$ cat src/rtl/pipe_mux_skid_if.sv
// pipe_mux_skid_if: valid/ready handshake and data bus for the registered N:1 mux.
interface pipe_mux_skid_if #(
    parameter int WIDTH      = 32,
    parameter int NUM_INPUTS = 3,
    parameter int SEL_W      = 2,
    parameter int ERR_CNT_W  = 8
);
    logic                        in_valid;
    logic                        in_ready;
    logic [SEL_W-1:0]            sel;
    logic [NUM_INPUTS*WIDTH-1:0] data_in;
    logic                        out_valid;
    logic                        out_ready;
    logic [WIDTH-1:0]            data_out;
    logic                        out_sel_err;
    logic [ERR_CNT_W-1:0]        err_count;

    modport master (
        output in_valid, sel, data_in, out_ready,
        input  in_ready, out_valid, data_out, out_sel_err, err_count
    );

    modport slave (
        input  in_valid, sel, data_in, out_ready,
        output in_ready, out_valid, data_out, out_sel_err, err_count
    );
endinterface

$ cat src/rtl/pipe_mux_skid.sv
// pipe_mux_skid: registered N:1 select with valid/ready handshake, 2-entry skid
// buffer, out-of-range select flag and saturating error counter.
module pipe_mux_skid #(
    parameter int WIDTH      = 32,
    parameter int NUM_INPUTS = 3,
    parameter int SEL_W      = 2,
    parameter int ERR_CNT_W  = 8
) (
    input logic            clk,
    input logic            rst,
    pipe_mux_skid_if.slave bus
);
    logic [WIDTH-1:0]     w_sel_data;
    logic                 w_sel_err;
    logic                 w_acc;
    logic                 w_drain;
    logic                 w_skid_nxt;
    logic                 r_main_valid;
    logic [WIDTH-1:0]     r_main_data;
    logic                 r_main_err;
    logic                 r_skid_valid;
    logic [WIDTH-1:0]     r_skid_data;
    logic                 r_skid_err;
    logic                 r_in_ready;
    logic [ERR_CNT_W-1:0] r_err_count;

    // Out-of-range selects fall back to the highest input.
    always_comb begin
        w_sel_err  = 32'(bus.sel) >= NUM_INPUTS;
        w_sel_data = '0;
        for (int k = 0; k < NUM_INPUTS; k++)
            if (32'(bus.sel) == k || (w_sel_err && k == NUM_INPUTS - 1))
                w_sel_data = bus.data_in[k*WIDTH +: WIDTH];
    end

    assign w_acc      = bus.in_valid && r_in_ready;
    assign w_drain    = !r_main_valid || bus.out_ready;
    assign w_skid_nxt = w_drain ? (r_skid_valid && w_acc) : (r_skid_valid || w_acc);

    always_ff @(posedge clk) begin
        if (rst) begin
            r_main_valid <= 1'b0;
            r_main_data  <= '0;
            r_main_err   <= 1'b0;
            r_skid_valid <= 1'b0;
            r_skid_data  <= '0;
            r_skid_err   <= 1'b0;
            r_in_ready   <= 1'b0;
            r_err_count  <= '0;
        end else begin
            if (w_drain) begin
                if (r_skid_valid) begin
                    r_main_valid <= 1'b1;
                    r_main_data  <= r_skid_data;
                    r_main_err   <= r_skid_err;
                    if (w_acc) begin
                        r_skid_data <= w_sel_data;
                        r_skid_err  <= w_sel_err;
                    end
                end else begin
                    r_main_valid <= w_acc;
                    if (w_acc) begin
                        r_main_data <= w_sel_data;
                        r_main_err  <= w_sel_err;
                    end
                end
            end else if (w_acc) begin
                r_skid_data <= w_sel_data;
                r_skid_err  <= w_sel_err;
            end
            r_skid_valid <= w_skid_nxt;
            // Registered ready: no combinational path from out_ready.
            r_in_ready   <= !w_skid_nxt;
            if (w_acc && w_sel_err && r_err_count != '1)
                r_err_count <= r_err_count + 1'b1;
        end
    end

    assign bus.in_ready    = r_in_ready;
    assign bus.out_valid   = r_main_valid;
    assign bus.data_out    = r_main_data;
    assign bus.out_sel_err = r_main_err;
    assign bus.err_count   = r_err_count;
endmodule

$ cat src/flat_wrapper.sv
// flat-port wrapper written by rule: the top's interface ports become plain ports
module pipe_mux_skid_flat 
#(
    parameter int WIDTH      = 32,
    parameter int NUM_INPUTS = 3,
    parameter int SEL_W      = 2,
    parameter int ERR_CNT_W  = 8
)
  (clk, rst, bus_in_valid, bus_sel, bus_data_in, bus_out_ready, bus_in_ready, bus_out_valid, bus_data_out, bus_out_sel_err, bus_err_count);
  pipe_mux_skid_if #(.WIDTH(WIDTH), .NUM_INPUTS(NUM_INPUTS), .SEL_W(SEL_W), .ERR_CNT_W(ERR_CNT_W)) bus_i ();
  input logic clk;
  input logic rst;
  input wire logic [$bits(bus_i.in_valid)-1:0] bus_in_valid;
  input wire logic [$bits(bus_i.sel)-1:0] bus_sel;
  input wire logic [$bits(bus_i.data_in)-1:0] bus_data_in;
  input wire logic [$bits(bus_i.out_ready)-1:0] bus_out_ready;
  output wire logic [$bits(bus_i.in_ready)-1:0] bus_in_ready;
  output wire logic [$bits(bus_i.out_valid)-1:0] bus_out_valid;
  output wire logic [$bits(bus_i.data_out)-1:0] bus_data_out;
  output wire logic [$bits(bus_i.out_sel_err)-1:0] bus_out_sel_err;
  output wire logic [$bits(bus_i.err_count)-1:0] bus_err_count;
  assign bus_i.in_valid = bus_in_valid;
  assign bus_i.sel = bus_sel;
  assign bus_i.data_in = bus_data_in;
  assign bus_i.out_ready = bus_out_ready;
  assign bus_in_ready = bus_i.in_ready;
  assign bus_out_valid = bus_i.out_valid;
  assign bus_data_out = bus_i.data_out;
  assign bus_out_sel_err = bus_i.out_sel_err;
  assign bus_err_count = bus_i.err_count;
  pipe_mux_skid #(.WIDTH(WIDTH), .NUM_INPUTS(NUM_INPUTS), .SEL_W(SEL_W), .ERR_CNT_W(ERR_CNT_W)) u_core (.clk(clk), .rst(rst), .bus(bus_i));
endmodule
$ cat config.mk
export PLATFORM = sky130hd
export DESIGN_NAME = pipe_mux_skid_flat
export DESIGN_NICKNAME = d
export VERILOG_FILES = /design/src/rtl/pipe_mux_skid_if.sv /design/src/rtl/pipe_mux_skid.sv /design/src/flat_wrapper.sv
export SDC_FILE = /design/constraint.sdc
export NUM_CORES = 1
export LEC_CHECK = 0
export BUFFER_PORTS_ARGS = -buffer_cell sky130_fd_sc_hd__clkbuf_2
export CAP_MARGIN = 15
export CORE_ASPECT_RATIO = 2
export CORE_MARGIN = 4
export CORE_UTILIZATION = 50
export DETAILED_ROUTE_END_ITERATION = 8
export GPL_ROUTABILITY_DRIVEN = 0
export PLACE_DENSITY_LB_ADDON = 0.2
export RECOVER_POWER = 100
export REMOVE_ABC_BUFFERS = 1
export SLEW_MARGIN = 10
export SYNTH_ARGS = -nofsm -noshare
export SYNTH_HDL_FRONTEND = slang
export SYNTH_SLANG_ARGS = --single-unit
$ cat constraint.sdc
create_clock -name clk -period 2 [get_ports clk]
set_input_delay 0.4 -clock clk [delete_from_list [all_inputs] [get_ports clk]]
set_output_delay 0.4 -clock clk [all_outputs]
set_load 0.01 [all_outputs]
==> flow_metrics.env, run 1 <==
export IMPL_ant_nets=0
export IMPL_cap_violations=0
export IMPL_r2r_start="u_core.bus.err_count[0]"
export IMPL_first_global_vias=3649
export IMPL_rsz0062_at_grt="no"
export IMPL_fin_util_pct=60.73
export IMPL_syn_area_per_cell_um2=8.167
export IMPL_antenna_cells=0
export IMPL_num_rows=46
export IMPL_root_buffer="clkbuf_16"
export IMPL_hold_path_class="input port to register"
export IMPL_cts_setup_buffers=0
export IMPL_cts_sinks=77
export IMPL_drive_above_1_share_pct=23.35
export IMPL_slew_headroom_pct=26.64
export IMPL_rrSetupSlack_ns=0.29
export IMPL_antenna_found_initial=0
export IMPL_synth_yosys_seq_area_share_pct=38.28
export IMPL_leakagePower_nw=1.991
export IMPL_finClkSkew_ns=0.002714
export IMPL_reg2reg_to="u_core.bus.err_count[7]"
export IMPL_worstPathRequired_ns=2.21
export IMPL_area_growth_pct=18.92
export IMPL_cts_buffers=9
export IMPL_finalHoldViolCount=0
export IMPL_tightestPinTransition_ns=1.100
export IMPL_viasPerCell=5.262
export IMPL_ys_warn_count=0
export IMPL_setup_viol=0
export IMPL_ios=145
export IMPL_place_ws_ns=0.3536
export IMPL_ctsResizeCount=0
export IMPL_mappedNetlistArea_mm2=0.004026
export IMPL_fill_cells=748
export IMPL_die_w_um=71.46
export IMPL_critPathArrivalTime_ns=1.92
export IMPL_total_power_mw=3.521
export IMPL_period_share_pct=85.39
export IMPL_wl_per_cell_um=14.06
export IMPL_grt_max_degree=53
export IMPL_worst_setup_path_end_kind="register"
export IMPL_r2r_cells=5
export IMPL_synth_top_area_cell="dfxtp_1"
export IMPL_drtIter0Drc=174
export IMPL_cts_tree="built"
export IMPL_vdd_ir_drop_max_mv=0.5120
export IMPL_hold_end="u_core.r_skid_valid"
export IMPL_start_util_pct=51.06
export IMPL_drtPass1Iterations=6
export IMPL_drc=0
export IMPL_fp_dieH_um=134.9
export IMPL_hold_start="bus_out_ready"
export IMPL_ys_types=39
export IMPL_period_minus_slack_ns=1.708
export IMPL_p_per_area_mw_per_mm2=735.4
export IMPL_ys_top_cells_by_area="dfxtp_1, nand2_1, a311oi_2, mux2i_1, a21oi_1"
export IMPL_start_kind="register"
export IMPL_status="complete, no violations"
export IMPL_timing_final_max_slew_violations=0
export IMPL_crit_path_max_fanout=5
export IMPL_dp_hpwl_um=7425
export IMPL_io_buffer_count=144
export IMPL_cts_hold_buf=0
export IMPL_nets=723
export IMPL_netlist_area_leader_share_pct=38.28
export IMPL_syn_inst=493
export IMPL_die_area_mm2=0.009640
export IMPL_fin_ws_ns=0.2922
export IMPL_worstSetupPathType="register to register"
export IMPL_overflow=0
export IMPL_groute_usage_overall_pct=21.05
export IMPL_core_area_mm2=0.007885
export IMPL_clk_path_buf_depth=2
export IMPL_htreeDepth=3
export IMPL_ys_seq_elements=77
export IMPL_grt_pass1_wl_um=16420
export IMPL_fmax_ghz=0.5856
export IMPL_min_path_cells=4
export IMPL_routed_wl_um=10080
export IMPL_insertion_delay_ns=0.32
export IMPL_via_count=3773
export IMPL_fin_tns_setup_ns=0
export IMPL_path_clk_slew_ns=0.05
[metrics by stage]
stage / cell area, um2 / std cells / hold WS (ns)
after floorplan: 3736 / 452 / 0.4305
after global placement: 4752 / 705 / 0.4416
after detailed placement: 4752 / 705 / 0.4484
after CTS: 4989 / 717 / 0.4274
after global routing: 4788 / 717 / 0.4460
final: 4788 / 717 / 0.4095
[critical path: stages, from the launching register on]
cell	delay, ns
dfxtp_1	0.39
ha_1	0.27
nand4_1	0.22
o211ai_1	0.30
nor2_1	0.10
mux2_1	0.31
[sequential cells by signal (all words and copies together), names as in the netlist]
register	count
u_core.bus.data_out	32
u_core.r_skid_data	32
u_core.bus.err_count	8
u_core.bus.in_ready	1
u_core.bus.out_sel_err	1
u_core.bus.out_valid	1
u_core.r_skid_err	1
u_core.r_skid_valid	1
[worst max path at each step]
stage / slack, ns / to / startpoint / cells after the start
finish: 0.29 / u_core.bus.err_count[7] / u_core.bus.err_count[0] / 5
detailed placement: 0.35 / u_core.bus.data_out[0] / bus_sel[0] / 6
floorplan: -1.14 / u_core.bus.data_out[10] / u_core.r_skid_valid / 4
global route: 0.16 / u_core.bus.err_count[7] / u_core.bus.err_count[0] / 5
global placement: 0.41 / u_core.r_skid_data[26] / bus_out_ready / 6
CTS: 0.40 / u_core.bus.err_count[7] / u_core.bus.err_count[0] / 5
[cells by family after synthesis]
logic type / after synthesis / synth area share [%]
multiplexers: 35 / 8.732
buffers and inverters: 43 / 7.396
flip-flops: 77 / 38.28
XOR/XNOR: 5 / 1.088
adder cells (fa/ha/maj): 1 / 0.3107
AO/OA/AOI/OAI: 110 / 22.25
AND/OR/NAND/NOR: 222 / 21.94
[layout make-up]
type	count	area (um2)	share of cell area (%)
multi-input cells	373	2071	43.25
flip-flops and latches	77	1541	32.19
clock buffers	12	236.5	4.939
well taps	96	120.1	2.508
inverters	2	7.507	0.1568
repair buffers	157	812.0	16.96
[cells in the final DEF, fill, tap and decap left out]
| cell | n |
|---|---|
| nand2_1 | 167 |
| clkbuf_2 | 102 |
| dfxtp_1 | 77 |
| clkbuf_1 | 46 |
| nor2_1 | 43 |
| a21oi_1 | 36 |
| mux2i_1 | 34 |
| o21ai_1 | 26 |
| a311oi_1 | 21 |
| a311oi_2 | 11 |
| clkbuf_16 | 9 |
| buf_4 | 8 |
| o21ai_2 | 7 |
| xor2_1 | 5 |
| buf_12 | 4 |
| o211ai_1 | 3 |
| and3_1 | 2 |
| nor2b_1 | 2 |
| nand3_1 | 2 |
| nand3_2 | 1 |
| nor4_1 | 1 |
| inv_1 | 1 |
| a31oi_1 | 1 |
| o21a_1 | 1 |
| nand4_1 | 1 |
| and2_1 | 1 |
| and4_2 | 1 |
| o2111ai_1 | 1 |
| inv_2 | 1 |
| nand2b_1 | 1 |
| a21oi_4 | 1 |
| a21o_1 | 1 |
| mux2_1 | 1 |
| o21ai_0 | 1 |
| ha_1 | 1 |
[cells in the mapped netlist]
master     count
o21a_1         1
o211ai_1       2
inv_2          1
buf_2         11
nand2_1      167
o21ai_2        7
buf_6          4
o2111ai_1      1
o21ai_1       26
o211ai_2       1
and4_2         1
clkbuf_1      10
inv_1          1
nor2_1        42
a311oi_2      27
a21oi_2        2
clkbuf_2       2
mux2i_1       34
mux2_1         1
a21oi_1       35
nand3_2        1
nand4_2        1
a21o_1         1
xor2_1         5
nor2_2         1
dfxtp_1       77
clkbuf_4       2
buf_12         3
and3_1         2
o21ai_0        1
and2_1         1
nor4_2         1
nand3_1        2
a311oi_1       5
ha_1           1
nor2b_1        2
buf_4          9
nand2b_1       1
a31oi_1        1
[power by group]
part / leakage, nW / internal, mW / switching (mW)
sequential: 0.627 / 1.60 / 0.0321
combinational: 1.25 / 0.237 / 0.303
clock: 0.114 / 0.812 / 0.540
[metal layers]
metal | track usage (%) | part of all wire, %
met5 | 0 | 0
met4 | 6.799 | 1.8
met3 | 4.769 | 6.1
met2 | 38.68 | 54
met1 | 23.33 | 38
No activity file was read; power rests on OpenSTA's default activity.
==> run 2: changes to the inputs <==
--- a/config.mk
+++ b/config.mk
@@ -5,16 +5,16 @@
 export SDC_FILE = /design/constraint.sdc
 export NUM_CORES = 1
 export LEC_CHECK = 0
+export ABC_AREA = 1
 export BUFFER_PORTS_ARGS = -buffer_cell sky130_fd_sc_hd__clkbuf_2
 export CAP_MARGIN = 15
 export CORE_ASPECT_RATIO = 2
 export CORE_MARGIN = 4
-export CORE_UTILIZATION = 50
+export CORE_UTILIZATION = 49
 export DETAILED_ROUTE_END_ITERATION = 8
 export GPL_ROUTABILITY_DRIVEN = 0
 export PLACE_DENSITY_LB_ADDON = 0.2
 export RECOVER_POWER = 100
-export REMOVE_ABC_BUFFERS = 1
 export SLEW_MARGIN = 10
 export SYNTH_ARGS = -nofsm -noshare
 export SYNTH_HDL_FRONTEND = slang
==> run 2 against run 1 <==
Routed wire length rose by 5.7%. Count of clock-buffer cells in the layout increased by 1. Via count rose by 8.9%. Utilization grew 2.6 points. Global-route usage rose by 3.5 points. Combinational power decreased by 10%. Clock skew up 0.0013 ns. Largest cell class unchanged. Highest routed layer unchanged.
==> flow_metrics.env, run 2 <==
export IMPL_nets=786
export IMPL_hold_path_class="input port to register"
export IMPL_ant_nets=0
export IMPL_cts_tree="built"
export IMPL_antenna_found_initial=0
export IMPL_placed_area_mm2=0.004387
export IMPL_synth_compound_area_share_pct=19.30
export IMPL_grt_pass1_wl_um=16950
export IMPL_fmax_ghz=0.6224
export IMPL_synth_yosys_seq_area_share_pct=42.38
export IMPL_vdd_ir_drop_max_mv=0.6222
export IMPL_fp_dieH_um=129.8
export IMPL_path_clk_slew_ns=0.05
export IMPL_wl_per_cell_um=13.67
export IMPL_syn_inst=555
export IMPL_swShare_pct=25.44
export IMPL_yosys_area_share_simple_pct=31.58
export IMPL_area_growth_pct=26.45
export IMPL_reg2reg_to="u_core.bus.err_count[7]"
export IMPL_drtPass1Iterations=5
export IMPL_worstSetupPathType="register to register"
export IMPL_period_share_pct=80.34
export IMPL_syn_area_per_cell_um2=6.554
export IMPL_finClkSkew_ns=0.003996
export IMPL_synthTopCellsByCount="nand2_1, dfxtp_1, nor2_1"
export IMPL_finalHoldViolCount=0
export IMPL_ios=145
export IMPL_synth_top_area_cell="dfxtp_1"
export IMPL_groute_usage_overall_pct=24.55
export IMPL_synth_top_flop_cell="dfxtp_1"
export IMPL_ys_types=22
export IMPL_first_global_vias=3942
export IMPL_drc=0
export IMPL_num_rows=44
export IMPL_combPwrFrac_pct=13.3
export IMPL_critical_path_top_delay_family="simple AND/OR/NAND/NOR gates"
export IMPL_drive_above_1_share_pct=19.33
export IMPL_worstSetupStartpoint="u_core.bus.err_count[0]"
export IMPL_period_minus_slack_ns=1.607
export IMPL_place_ws_ns=0.3210
export IMPL_status="complete, no violations"
export IMPL_crit_buf_inv=0
export IMPL_crit_chain="ha_1 -> nand2_1 -> nor2_1 -> nand2_1 -> nand2_1 -> nor2_1 -> nor2_1 -> nor2_1"
export IMPL_p_per_area_mw_per_mm2=787.2
export IMPL_crit_path_max_fanout=10
export IMPL_final_cells=780
export IMPL_netlist_area_leader_share_pct=42.38
export IMPL_via_count=4109
export IMPL_dp_hpwl_um=7469
export IMPL_clk_path_buf_depth=2
export IMPL_cts_setup_buffers=0
export IMPL_placed_cells=764
export IMPL_setup_viol=0
export IMPL_ctsResizeCount=0
export IMPL_grt_max_degree=37
export IMPL_cap_violations=0
export IMPL_cts_sinks=77
export IMPL_worstPathRequired_ns=2.22
export IMPL_start_util_pct=50.05
export IMPL_final_cell_area_mm2=0.004599
export IMPL_p_sw_mw=0.9209
export IMPL_ys_warn_count=0
export IMPL_synth_top_family_by_area="simple AND/OR/NAND/NOR gates"
export IMPL_io_buffer_count=144
export IMPL_synth_most_common_cell="nand2_1"
export IMPL_rsz0062_at_grt="no"
export IMPL_rrSetupSlack_ns=0.39
export IMPL_slew_headroom_pct=54.43
export IMPL_r2r_cells=8
export IMPL_cp_depth=8
export IMPL_antenna_cells=0
export IMPL_viasPerCell=5.268
export IMPL_mappedNetlistArea_mm2=0.003637
export IMPL_leakagePower_nw=2.242
export IMPL_critPathArrivalTime_ns=1.83
export IMPL_tightestPinTransition_ns=0.6825
export IMPL_start_kind="register"
export IMPL_synthXorXnorAreaFrac_pct=0.2408
export IMPL_cts_buffers=9
export IMPL_fin_ws_ns=0.3933
export IMPL_syn_nets=658
export IMPL_yosys_area_share_adder_pct=0.3440
export IMPL_clkPwrFrac_pct=41.4
export IMPL_internal_power_mw=2.700
export IMPL_root_buffer="clkbuf_16"
export IMPL_synthArstFlopShare_pct=0
export IMPL_htreeDepth=3
export IMPL_drtIter0Drc=244
export IMPL_fin_tns_setup_ns=0
export IMPL_crit_slowest_cell="dfxtp_1"
export IMPL_sequentialPowerShare_pct=45.3
export IMPL_r2r_start="u_core.bus.err_count[0]"
export IMPL_core_area_mm2=0.007267
export IMPL_cts_hold_buf=0
export IMPL_worst_setup_path_end_kind="register"
export IMPL_die_w_um=68.92
export IMPL_insertion_delay_ns=0.33
export IMPL_crit_top_cell="nor2_1"
export IMPL_synth_edf_count=0
export IMPL_endpoint="u_core.bus.err_count[7]"
export IMPL_timing_final_max_slew_violations=0
export IMPL_final_common_cell="nand2_1"
export IMPL_routed_wl_um=10660
export IMPL_crit_path_max_incr_delay_ns=0.41
export IMPL_overflow=0
export IMPL_ys_seq_elements=77
export IMPL_ys_top_cells_by_area="dfxtp_1, nand2_1, a21oi_1, o21ai_0, nor2_1"
export IMPL_layout_common_cells="nand2_1, clkbuf_2, nor2_1, dfxtp_1, a21oi_1"
export IMPL_synthMuxAreaShare_pct=0
export IMPL_die_area_mm2=0.008949
[run 2: cell count changes after synthesis, moves of 5 or more]
cell      previous run  this run
mux2i_1             34         0
nand2_1            167       159
nor2_1              42        77
o21ai_2              7         0
a21oi_1             35        72
clkbuf_1            10        19
buf_4                9         1
o21ai_1             26         2
nand3_1              2        40
a311oi_1             5         0
a311oi_2            27         0
inv_1                1        10
o21ai_0              1        63
[run 2: worst min-delay path by stage]
stage,from,end,slack (ns),cells after the start
2_1_floorplan,u_core.r_skid_err,u_core.r_skid_err,0.44,2
3_3_place_gp,u_core.r_skid_err,u_core.r_skid_err,0.45,2
3_5_place_dp,u_core.r_skid_err,u_core.r_skid_err,0.46,2
4_1_cts,bus_sel[0],u_core.r_skid_err,0.37,3
5_1_grt,bus_sel[0],u_core.r_skid_err,0.40,3
6_report,bus_sel[0],u_core.r_skid_err,0.38,3
[run 2: power groups by stage]
stage | Combinational [mW] | Clock [mW] | Sequential (mW)
after floorplan | 0.253 | 0 | 1.69
after detailed placement | 0.500 | 0 | 1.67
final | 0.483 | 1.50 | 1.64
after CTS | 0.503 | 1.52 | 1.64
after global routing | 0.547 | 1.57 | 1.65
after global placement | 0.485 | 0 | 1.67
[run 2: metal layers]
metal  part of all wire, %  GRT usage, %  routed length (um)
met5                     0             0                   0
met4                   3.3         11.72                 352
met3                   5.8         4.651                 619
met2                    53         43.30                5603
met1                    38         27.20                4086
[run 2: stage by stage]
| stage | power [mW] | hold slack (ns) | utilization (%) |
|---|---|---|---|
| final | 3.621 | 0.3825 | 63.29 |
| after global routing | 3.768 | 0.4040 | 63.29 |
| after CTS | 3.664 | 0.3682 | 64.22 |
| after detailed placement | 2.172 | 0.4635 | 60.37 |
| after global placement | 2.157 | 0.4534 | 60.37 |
| after floorplan | 1.944 | 0.4445 | - |
[run 2: logic make-up after synthesis]
| logic type | count (synthesis) |
|---|---|
| compound gates | 138 |
| xor+xnor | 1 |
| fa+ha+maj | 1 |
| buf+inv | 52 |
| flops | 77 |
| simple gates | 286 |
[run 2: final cells by class]
class                      count  area (um2)
clock buffer                  13       260.3
clock inverter                 3       20.02
fill                         709        2668
inverter                      14       55.05
multi-input combinational    426        1858
sequential                    77        1541
tap                           92       115.1
timing repair buffer         155       749.5
[run 2: worst reg2reg max path, delay by kind of cell (launching register included)]
| kind | cells | cell delay (ns) |
|---|---|---|
| adders and majority gates | 1 | 0.22 |
| DFF | 1 | 0.41 |
| and+or+nand+nor | 7 | 0.89 |
